$ cat src/rtl/tartaruga_pkg.sv
// Shared types and encodings for the tartaruga RV32I pipeline.
package tartaruga_pkg;

  localparam int unsigned XLEN   = 32;
  localparam int unsigned REG_AW = 5;

  typedef logic [XLEN-1:0]   bus32_t;
  typedef logic [REG_AW-1:0] reg_idx_t;

  typedef enum logic [3:0] {
    ALU_ADD    = 4'd0,
    ALU_SUB    = 4'd1,
    ALU_SLL    = 4'd2,
    ALU_SLT    = 4'd3,
    ALU_SLTU   = 4'd4,
    ALU_XOR    = 4'd5,
    ALU_SRL    = 4'd6,
    ALU_SRA    = 4'd7,
    ALU_OR     = 4'd8,
    ALU_AND    = 4'd9,
    ALU_PASS_B = 4'd10
  } alu_op_t;

  typedef enum logic [2:0] {
    IMM_NONE = 3'd0,
    IMM_I    = 3'd1,
    IMM_S    = 3'd2,
    IMM_B    = 3'd3,
    IMM_U    = 3'd4,
    IMM_J    = 3'd5
  } imm_type_t;

  localparam logic [6:0] OPC_LUI    = 7'b0110111;
  localparam logic [6:0] OPC_AUIPC  = 7'b0010111;
  localparam logic [6:0] OPC_JAL    = 7'b1101111;
  localparam logic [6:0] OPC_JALR   = 7'b1100111;
  localparam logic [6:0] OPC_BRANCH = 7'b1100011;
  localparam logic [6:0] OPC_LOAD   = 7'b0000011;
  localparam logic [6:0] OPC_STORE  = 7'b0100011;
  localparam logic [6:0] OPC_OP_IMM = 7'b0010011;
  localparam logic [6:0] OPC_OP     = 7'b0110011;

  localparam logic [6:0] FUNCT7_BASE = 7'b0000000;
  localparam logic [6:0] FUNCT7_ALT  = 7'b0100000;

  typedef struct packed {
    bus32_t   pc;
    reg_idx_t rs1;
    reg_idx_t rs2;
    reg_idx_t rd;
    bus32_t   imm;
    alu_op_t  alu_op;
    logic     src_a_pc;
    logic     src_b_imm;
    logic     reg_we;
    logic     mem_read;
    logic     mem_write;
    logic     branch;
    logic     jump;
    logic     illegal;
    logic [2:0] funct3;
  } decoded_instr_t;

  // Immediate format implied by the major opcode.
  function automatic imm_type_t imm_type_of(input logic [6:0] opcode);
    imm_type_t t;
    case (opcode)
      OPC_LOAD, OPC_OP_IMM, OPC_JALR: t = IMM_I;
      OPC_STORE:                      t = IMM_S;
      OPC_BRANCH:                     t = IMM_B;
      OPC_LUI, OPC_AUIPC:             t = IMM_U;
      OPC_JAL:                        t = IMM_J;
      default:                        t = IMM_NONE;
    endcase
    return t;
  endfunction

  // Integer ALU op from funct3; alt selects SUB/SRA.
  function automatic alu_op_t alu_of_funct3(input logic [2:0] funct3, input logic alt);
    alu_op_t op;
    case (funct3)
      3'b000:  op = alt ? ALU_SUB : ALU_ADD;
      3'b001:  op = ALU_SLL;
      3'b010:  op = ALU_SLT;
      3'b011:  op = ALU_SLTU;
      3'b100:  op = ALU_XOR;
      3'b101:  op = alt ? ALU_SRA : ALU_SRL;
      3'b110:  op = ALU_OR;
      default: op = ALU_AND;
    endcase
    return op;
  endfunction

endpackage

$ cat src/rtl/imm_gen.sv
// Combinational RV32I immediate extraction, sign-extended from instr[31].
module imm_gen
  import tartaruga_pkg::*;
(
  input  logic [31:0] instr,
  output bus32_t      imm
);

  imm_type_t imm_type;

  assign imm_type = imm_type_of(instr[6:0]);

  always_comb begin
    imm = '0;
    case (imm_type)
      IMM_I:   imm = {{20{instr[31]}}, instr[31:20]};
      IMM_S:   imm = {{20{instr[31]}}, instr[31:25], instr[11:7]};
      IMM_B:   imm = {{19{instr[31]}}, instr[31], instr[7], instr[30:25], instr[11:8], 1'b0};
      IMM_U:   imm = {instr[31:12], 12'h000};
      IMM_J:   imm = {{11{instr[31]}}, instr[31], instr[19:12], instr[20], instr[30:21], 1'b0};
      default: imm = '0;
    endcase
  end

endmodule

$ cat src/rtl/decode.sv
// RV32I decode stage: control decoder feeding a one-entry ID register with valid/ready.
module decode
  import tartaruga_pkg::*;
(
  input  logic        clk_i,
  input  logic        rstn_i,
  input  logic        flush_i,
  input  logic        valid_i,
  input  logic [31:0] instr_i,
  input  logic [31:0] pc_i,
  output logic        ready_o,
  output logic        valid_o,
  input  logic        ready_i,
  output logic [31:0] pc_o,
  output logic [4:0]  rs1_o,
  output logic [4:0]  rs2_o,
  output logic [4:0]  rd_o,
  output logic [31:0] imm_o,
  output alu_op_t     alu_op_o,
  output logic        src_a_pc_o,
  output logic        src_b_imm_o,
  output logic        reg_we_o,
  output logic        mem_read_o,
  output logic        mem_write_o,
  output logic        branch_o,
  output logic        jump_o,
  output logic        illegal_o,
  output logic [2:0]  funct3_o
);

  decoded_instr_t d_q;
  decoded_instr_t d_c;
  logic           valid_q;
  logic           accept;
  logic           ill;
  bus32_t         imm_c;
  logic [6:0]     opcode;
  logic [2:0]     funct3;
  logic [6:0]     funct7;

  imm_gen u_imm_gen (
    .instr (instr_i),
    .imm   (imm_c)
  );

  assign opcode  = instr_i[6:0];
  assign funct3  = instr_i[14:12];
  assign funct7  = instr_i[31:25];
  assign ready_o = ~valid_q | ready_i;
  assign accept  = valid_i & ready_o & ~flush_i;

  // Control decoder; illegal encodings keep valid but drop every side effect.
  always_comb begin
    d_c        = '0;
    ill        = 1'b0;
    d_c.pc     = pc_i;
    d_c.rs1    = instr_i[19:15];
    d_c.rs2    = instr_i[24:20];
    d_c.rd     = instr_i[11:7];
    d_c.imm    = imm_c;
    d_c.funct3 = funct3;
    d_c.alu_op = ALU_ADD;
    case (opcode)
      OPC_LUI: begin
        d_c.alu_op    = ALU_PASS_B;
        d_c.src_b_imm = 1'b1;
        d_c.reg_we    = 1'b1;
      end
      OPC_AUIPC: begin
        d_c.src_a_pc  = 1'b1;
        d_c.src_b_imm = 1'b1;
        d_c.reg_we    = 1'b1;
      end
      OPC_JAL: begin
        d_c.src_a_pc  = 1'b1;
        d_c.src_b_imm = 1'b1;
        d_c.reg_we    = 1'b1;
        d_c.jump      = 1'b1;
      end
      OPC_JALR: begin
        d_c.src_b_imm = 1'b1;
        d_c.reg_we    = 1'b1;
        d_c.jump      = 1'b1;
        ill           = (funct3 != 3'b000);
      end
      OPC_BRANCH: begin
        d_c.alu_op = ALU_SUB;
        d_c.branch = 1'b1;
        d_c.rd     = '0;
        ill        = (funct3 == 3'b010) || (funct3 == 3'b011);
      end
      OPC_LOAD: begin
        d_c.src_b_imm = 1'b1;
        d_c.reg_we    = 1'b1;
        d_c.mem_read  = 1'b1;
        ill           = (funct3 == 3'b011) || (funct3 == 3'b110) || (funct3 == 3'b111);
      end
      OPC_STORE: begin
        d_c.src_b_imm = 1'b1;
        d_c.mem_write = 1'b1;
        d_c.rd        = '0;
        ill           = (funct3 >= 3'b011);
      end
      OPC_OP_IMM: begin
        d_c.src_b_imm = 1'b1;
        d_c.reg_we    = 1'b1;
        d_c.alu_op    = alu_of_funct3(funct3, funct7[5] && (funct3 == 3'b101));
        if (funct3 == 3'b001)
          ill = (funct7 != FUNCT7_BASE);
        else if (funct3 == 3'b101)
          ill = (funct7 != FUNCT7_BASE) && (funct7 != FUNCT7_ALT);
      end
      OPC_OP: begin
        d_c.reg_we = 1'b1;
        d_c.alu_op = alu_of_funct3(funct3, funct7[5]);
        ill        = !((funct7 == FUNCT7_BASE) ||
                       ((funct7 == FUNCT7_ALT) && ((funct3 == 3'b000) || (funct3 == 3'b101))));
      end
      default: ill = 1'b1;
    endcase
    if (ill) begin
      d_c.illegal   = 1'b1;
      d_c.alu_op    = ALU_ADD;
      d_c.src_a_pc  = 1'b0;
      d_c.src_b_imm = 1'b0;
      d_c.reg_we    = 1'b0;
      d_c.mem_read  = 1'b0;
      d_c.mem_write = 1'b0;
      d_c.branch    = 1'b0;
      d_c.jump      = 1'b0;
    end
    if (d_c.rd == '0) d_c.reg_we = 1'b0;
  end

  // ID pipeline register; flush wins over accept and drain.
  always_ff @(posedge clk_i or negedge rstn_i) begin
    if (!rstn_i) begin
      valid_q <= 1'b0;
      d_q     <= '0;
    end else begin
      if (flush_i)       valid_q <= 1'b0;
      else if (accept)   valid_q <= 1'b1;
      else if (ready_i)  valid_q <= 1'b0;
      if (accept) d_q <= d_c;
    end
  end

  assign valid_o     = valid_q;
  assign pc_o        = d_q.pc;
  assign rs1_o       = d_q.rs1;
  assign rs2_o       = d_q.rs2;
  assign rd_o        = d_q.rd;
  assign imm_o       = d_q.imm;
  assign alu_op_o    = d_q.alu_op;
  assign src_a_pc_o  = d_q.src_a_pc;
  assign src_b_imm_o = d_q.src_b_imm;
  assign reg_we_o    = d_q.reg_we;
  assign mem_read_o  = d_q.mem_read;
  assign mem_write_o = d_q.mem_write;
  assign branch_o    = d_q.branch;
  assign jump_o      = d_q.jump;
  assign illegal_o   = d_q.illegal;
  assign funct3_o    = d_q.funct3;

endmodule

$ cat config.mk
export PLATFORM = sky130hd
export DESIGN_NAME = decode
export DESIGN_NICKNAME = d
export VERILOG_FILES = /design/src/rtl/tartaruga_pkg.sv /design/src/rtl/imm_gen.sv /design/src/rtl/decode.sv
export SDC_FILE = /design/constraint.sdc
export NUM_CORES = 1
export LEC_CHECK = 0
export BUFFER_PORTS_ARGS = -buffer_cell sky130_fd_sc_hd__buf_2
export CAP_MARGIN = 20
export CORE_MARGIN = 3
export CORE_UTILIZATION = 53
export DETAILED_ROUTE_END_ITERATION = 8
export GPL_TIMING_DRIVEN = 0
export PLACE_DENSITY = 0.88
export REMOVE_ABC_BUFFERS = 1
export SLEW_MARGIN = 20
export SYNTH_ARGS = -nofsm -noshare
export SYNTH_HDL_FRONTEND = slang
export SYNTH_SLANG_ARGS = --single-unit
$ cat constraint.sdc
create_clock -name clk_i -period 5.1 [get_ports clk_i]
set_clock_uncertainty 0.2 [all_clocks]
set_input_delay 0 -clock clk_i [delete_from_list [all_inputs] [get_ports clk_i]]
set_output_delay 0 -clock clk_i [all_outputs]
set_load 0.005 [all_outputs]
# --- Word level (Yosys, flattened, before mapping) ---
# Cells that the tools add are included.
op_classes:
  order_cmp: 1
  n_eq_ne: 23
  n_mux: 25
  bitwise_logic: 5
  reduce_logical: 23
ops:
  columns: ["cell", "n"]
  rows:
  - ["one-hot mux 32 bit (5 select lines)", 1]
  - ["one-hot mux 4 bit (7 select lines)", 2]
  - ["== test 7 x 6 -> 1 bit (second input constant)", 4]
  - ["== test 7 bit (second input constant)", 3]
  - ["== test 3 bit (second input constant)", 6]
  - ["two-way mux 1 bit", 17]
  - ["one-hot mux 4 bit (4 select lines)", 1]
  - ["one-hot mux 3 bit (5 select lines)", 1]
  - ["== test 7 x 5 -> 1 bit (second input constant)", 2]
  - ["OR reduction 7 bit", 2]
  - ["== test 3 x 2 -> 1 bit (second input constant)", 4]
  - ["two-way mux 12 bit", 1]
  - ["OR reduction 2 bit", 4]
  - ["== test 7 x 2 -> 1 bit (second input constant)", 1]
  - ["zero test 7 bit", 1]
  - ["inequality test 7 x 6 -> 1 bit (second input constant)", 1]
  - ["one-hot mux 1 bit (7 select lines)", 1]
  - ["nonzero test 7 bit", 1]
  - ["== test 3 x 1 -> 1 bit (second input constant)", 2]
  - ["nonzero test 3 bit", 2]
  - ["OR reduction 3 bit", 2]
  - ["zero test 5 bit", 1]
  - ["logical OR 1 bit", 5]
  - ["two-way mux 5 bit", 1]
  - ["7 further kinds", 11]
word_totals:
  reg_bits: 95
  inputBits: 69
  out_inout_bits: 96

# --- Depth between registers and ports, before layout ---
depth:
  word_depth: 8
  depth_mapped: 7
  depth_no_buf: 6

# --- Cells and area by module ---
# Synthesis repeated with hierarchy kept, for this count alone.
hier_totals:
  hier_cells: 537
  hier_area_um2: 4553.1
modules_own_cells:
  columns: ["mod", "instances", "cells_each", "area_each_um2", "seq_area_each_um2"]
  rows:
  - ["decode", 1, 446, 3946.3, 2377.3]
  - ["imm_gen", 1, 91, 606.8, 0.0]

# --- Worst setup path after synthesis ---
# OpenSTA, ideal clock, no wires.
synth_timing:
  kind: "reg-to-reg"
  startpoint: "reg valid_q, in the netlist valid_o"
  endpoint: "reg d_q, in the netlist alu_op_o[2]"
  setup_time_ps: 103
  arrival_time_ps: 1609
  setup_slack_ps: 3188
  stages_incl_launch_ff: 7
  n_path_buf: 0
  cell_sequence: "dfrtp_1 > nor2b_1 > inv_1 > nand3b_1 > nor4_4 > nand2_2 > o41ai_2"
synth_via:
  elab_chain_cells: 4
synth_rtl:
  columns: ["item", "line_no", "text"]
  rows:
  - ["from (decl)", "decode.sv:33", "logic valid_q;"]
  - ["from (signal assigned)", "decode.sv:138", "valid_q <= 1'b0;"]
  - ["from (signal assigned)", "decode.sv:141", "if (flush_i) valid_q <= 1'b0;"]
  - ["from (signal assigned)", "decode.sv:142", "else if (accept) valid_q <= 1'b1;"]
  - ["NOT 1 bit", "decode.sv:49", "assign ready_o = ~valid_q | ready_i;"]
  - ["bitwise OR 1 bit", "decode.sv:49", null]
  - ["named net ready_o", "decode.sv:11", "output logic ready_o,"]
  - ["AND 1 bit (2 in series)", "decode.sv:50", "assign accept = valid_i & ready_o & ~flush_i;"]
  - ["to (signal assigned)", "decode.sv:139", "d_q <= '0;"]
  - ["to (signal assigned)", "decode.sv:144", "if (accept) d_q <= d_c;"]
  - ["to (decl)", "decode.sv:31", "decoded_instr_t d_q;"]
# The timed path passes the listed nets, and every way through them passes these cells.
# A chain may end at the register's enable or synchronous reset.

# --- Worst setup path in the final report ---
layout_timing:
  startpoint: "reg valid_q, in the netlist valid_o"
  endpoint: "reg d_q, in the netlist alu_op_o[2]"
layout_via:
  elab_chain_cells: 4
layout_rtl:
  columns: ["item", "line_no"]
  rows:
  - ["NOT 1 bit", "decode.sv:49"]
  - ["bitwise OR 1 bit", "decode.sv:49"]
  - ["AND 1 bit (2 in series)", "decode.sv:50"]
# Every way passes these cells.

==> qor.csv <==
metric,value,unit
clkSinkCount,95,
syn_area,4320,sq um
syn_area_per_cell,9.33,sq um
drv_cap,0,
synth.mux.area_fraction,0.00232,
grt_overflow,0,
period_share,0.555,
hold_violations,0,
antenna_found_initial,0,
status,"complete, no violations",
ctsResizeCount,0,
track_usage,0.323,
fin_util,0.801,
ff_latch_area,2380,sq um
maxSlewViolCount,0,
core.rowCount,32,
synthFlopType,dfrtp_1,
cts_buffers,9,
wire_per_inst,18.5,um
vias_per_cell,5.67,
yosys.area_share.simple,0.243,
synth_top_area_frac,0.550,
fill_cells,456,
htree_levels,3,
critical_path.startpoint_type,flop,
min_period,2.83,ns
ir_worst_vdd,0.000154,V
portBuffers,164,
stdcell_count,803,
rsz0062_at_grt,false,
cts_setup_buffers,0,
slowest_stage,nor4_4,
max_freq,0.353,GHz
holdCritPathClass,input port to output pin,
dp_cells,708,
drc,0,
routed.top_layer,met4,
tritoncts,built,
ios,165,
drt_first_iter_violations,312,
synth_cells,463,
wl_met3,1440,um
die_x,96.3,um
wl_met1,5540,um
tns,0,ns
grt_max_degree,51,
antenna_cells,0,
ys_types,48,
synth-seq-area-share,0.550,
initial_utilization,0.553,
worstSkewPairLatency,0.35,ns
max_stage_delay,0.47,ns
cts-root-buf,clkbuf_8,
cp.required,5.15,ns
critPathArrivalTime,2.89,ns
wl_met2,7370,um
drt-pass1-iter-count,7,
max_slew_margin,0.303,
yosys.area.top_type,dfrtp_1,
grt_pass1_vias,4527,
dp_hpwl,8610,um
netlist_top_cells_area,"dfrtp_1, nand2_1, o21ai_2",
synth_top_family_by_area,simple AND/OR/NAND/NOR gates,
worstMarginPinSlew,1.04,ns
routabilityCongestion,0.860,
cp_max_fo,19,
multi_input_area,1790,sq um
layout_commonest_cell,nand2_1,
path_clk_slew,0.10,ns
power.density,266,nW/um^2
wl,14900,um
ys_ff_latch,95,
crit_chain,nor2b_1 > inv_1 > nand3b_1 > buf_6 > nor4_4 > nand2_2 > o41ai_2,
synth_compound_area_frac,0.169,
criticalPathCategory,flop to flop,
cts-hold-fix-buffers,79,
final_antenna_net_count,0,
p_leak,3.21,nW
via_count,4551,
synth_xor_area_frac,0,
coreArea,7810,sq um
cts_buffer_depth,2,
fin_nets,765,
setup_viol,0,
async_reset_ff_frac,1.00,
crit_path_end_kind,flop,
grt_pass1_wl,22700,um
layout_common_cells,"nand2_1, buf_2, dfrtp_1",
synth_adder_area_share,0,
die-area,9270,sq um
die_y,96.3,um
drive_gt1_frac,0.318,
syn_to_final_growth,44.8,%
yosysWarningCount,0,
synth_edf_count,0,
-- registers in the layout, summed over array words and instances, names as in the netlist --
name	flops
mem_read_o	1
jump_o	1
funct3_o	3
rd_o	5
imm_o	32
valid_o	1
pc_o	32
mem_write_o	1
src_b_imm_o	1
rs2_o	5
alu_op_o	4
rs1_o	5
branch_o	1
src_a_pc_o	1
reg_we_o	1
illegal_o	1
-- critical path, delay by kind of cell, from the launching register on --
kind | cells | cell delay (ns)
AOI/OAI and AO/OA | 1 | 0.32
DFF | 1 | 0.41
and+or+nand+nor | 4 | 1.34
buffers and inverters | 2 | 0.46
-- cells in the mapped netlist, types with 3 or more instances --
cell,instances
a21oi_1,12
a22o_1,6
a22oi_1,19
a32o_1,3
buf_1,7
buf_2,7
clkbuf_1,15
dfrtp_1,95
inv_1,4
nand2_1,187
nand2b_1,3
nand3_1,6
nor2_1,11
nor2b_1,5
nor3_1,5
o21ai_1,11
o21ai_2,20
o31ai_1,5
or3_1,4
-- cell families after synthesis --
kind of cell,Yosys count
muxes,1
buffers and inverters,35
and+or+nand+nor,239
AOI/OAI and AO/OA,93
DFF,95
-- area by class of cell --
class                      count  area share
multi-input combinational    333       0.286
inverter                       4     0.00240
timing repair buffer         253       0.280
clock inverter                 6      0.0108
sequential                    95       0.380
clock buffer                  10      0.0204
tap                          102      0.0204
-- power breakdown --
part | internal [W] | switching [W] | total [W]
Clock | 0.000230 | 0.000269 | 0.000499
Combinational | 0.000145 | 0.000169 | 0.000314
Sequential | 0.000814 | 0.0000379 | 0.000851
Total | 0.00119 | 0.000476 | 0.00166
-- path summary, 6_finish.rpt --
path                          from           to  slack [ns]  cells past startpoint
setup / recovery           valid_o  alu_op_o[2]        2.27                      7
setup reg to reg           valid_o  alu_op_o[2]        2.27                      7
hold reg to reg            rd_o[3]      rd_o[3]        0.27                      2
max in group asynchronous   rstn_i     imm_o[5]        2.84                      4
min in group asynchronous   rstn_i  mem_write_o        0.47                      3
hold / removal             ready_i      ready_o        0.18                      4
-- metrics by stage --
| stage | instance area [sq um] | hold slack, ns | worst slack [ns] | power (W) |
|---|---|---|---|---|
| global route | 6260 | 0.187 | 2.15 | 0.00174 |
| finish | 6260 | 0.176 | 2.27 | 0.00166 |
| detailed placement | 5270 | -0.157 | 2.44 | 0.00111 |
| global placement | 5130 | -0.0101 | 0.265 | 0.00109 |
| CTS | 6260 | 0.127 | 2.39 | 0.00164 |
| floorplan | 4180 | -0.496 | 1.36 | 0.000955 |
-- per-layer routing --
layer	track usage	vias up
li1	-	2037
met1	0.389	2157
met2	0.554	303
met3	0.0672	54
met4	0.148	0
met5	0	-
Note: power is estimated with default switching activity, not from simulation.
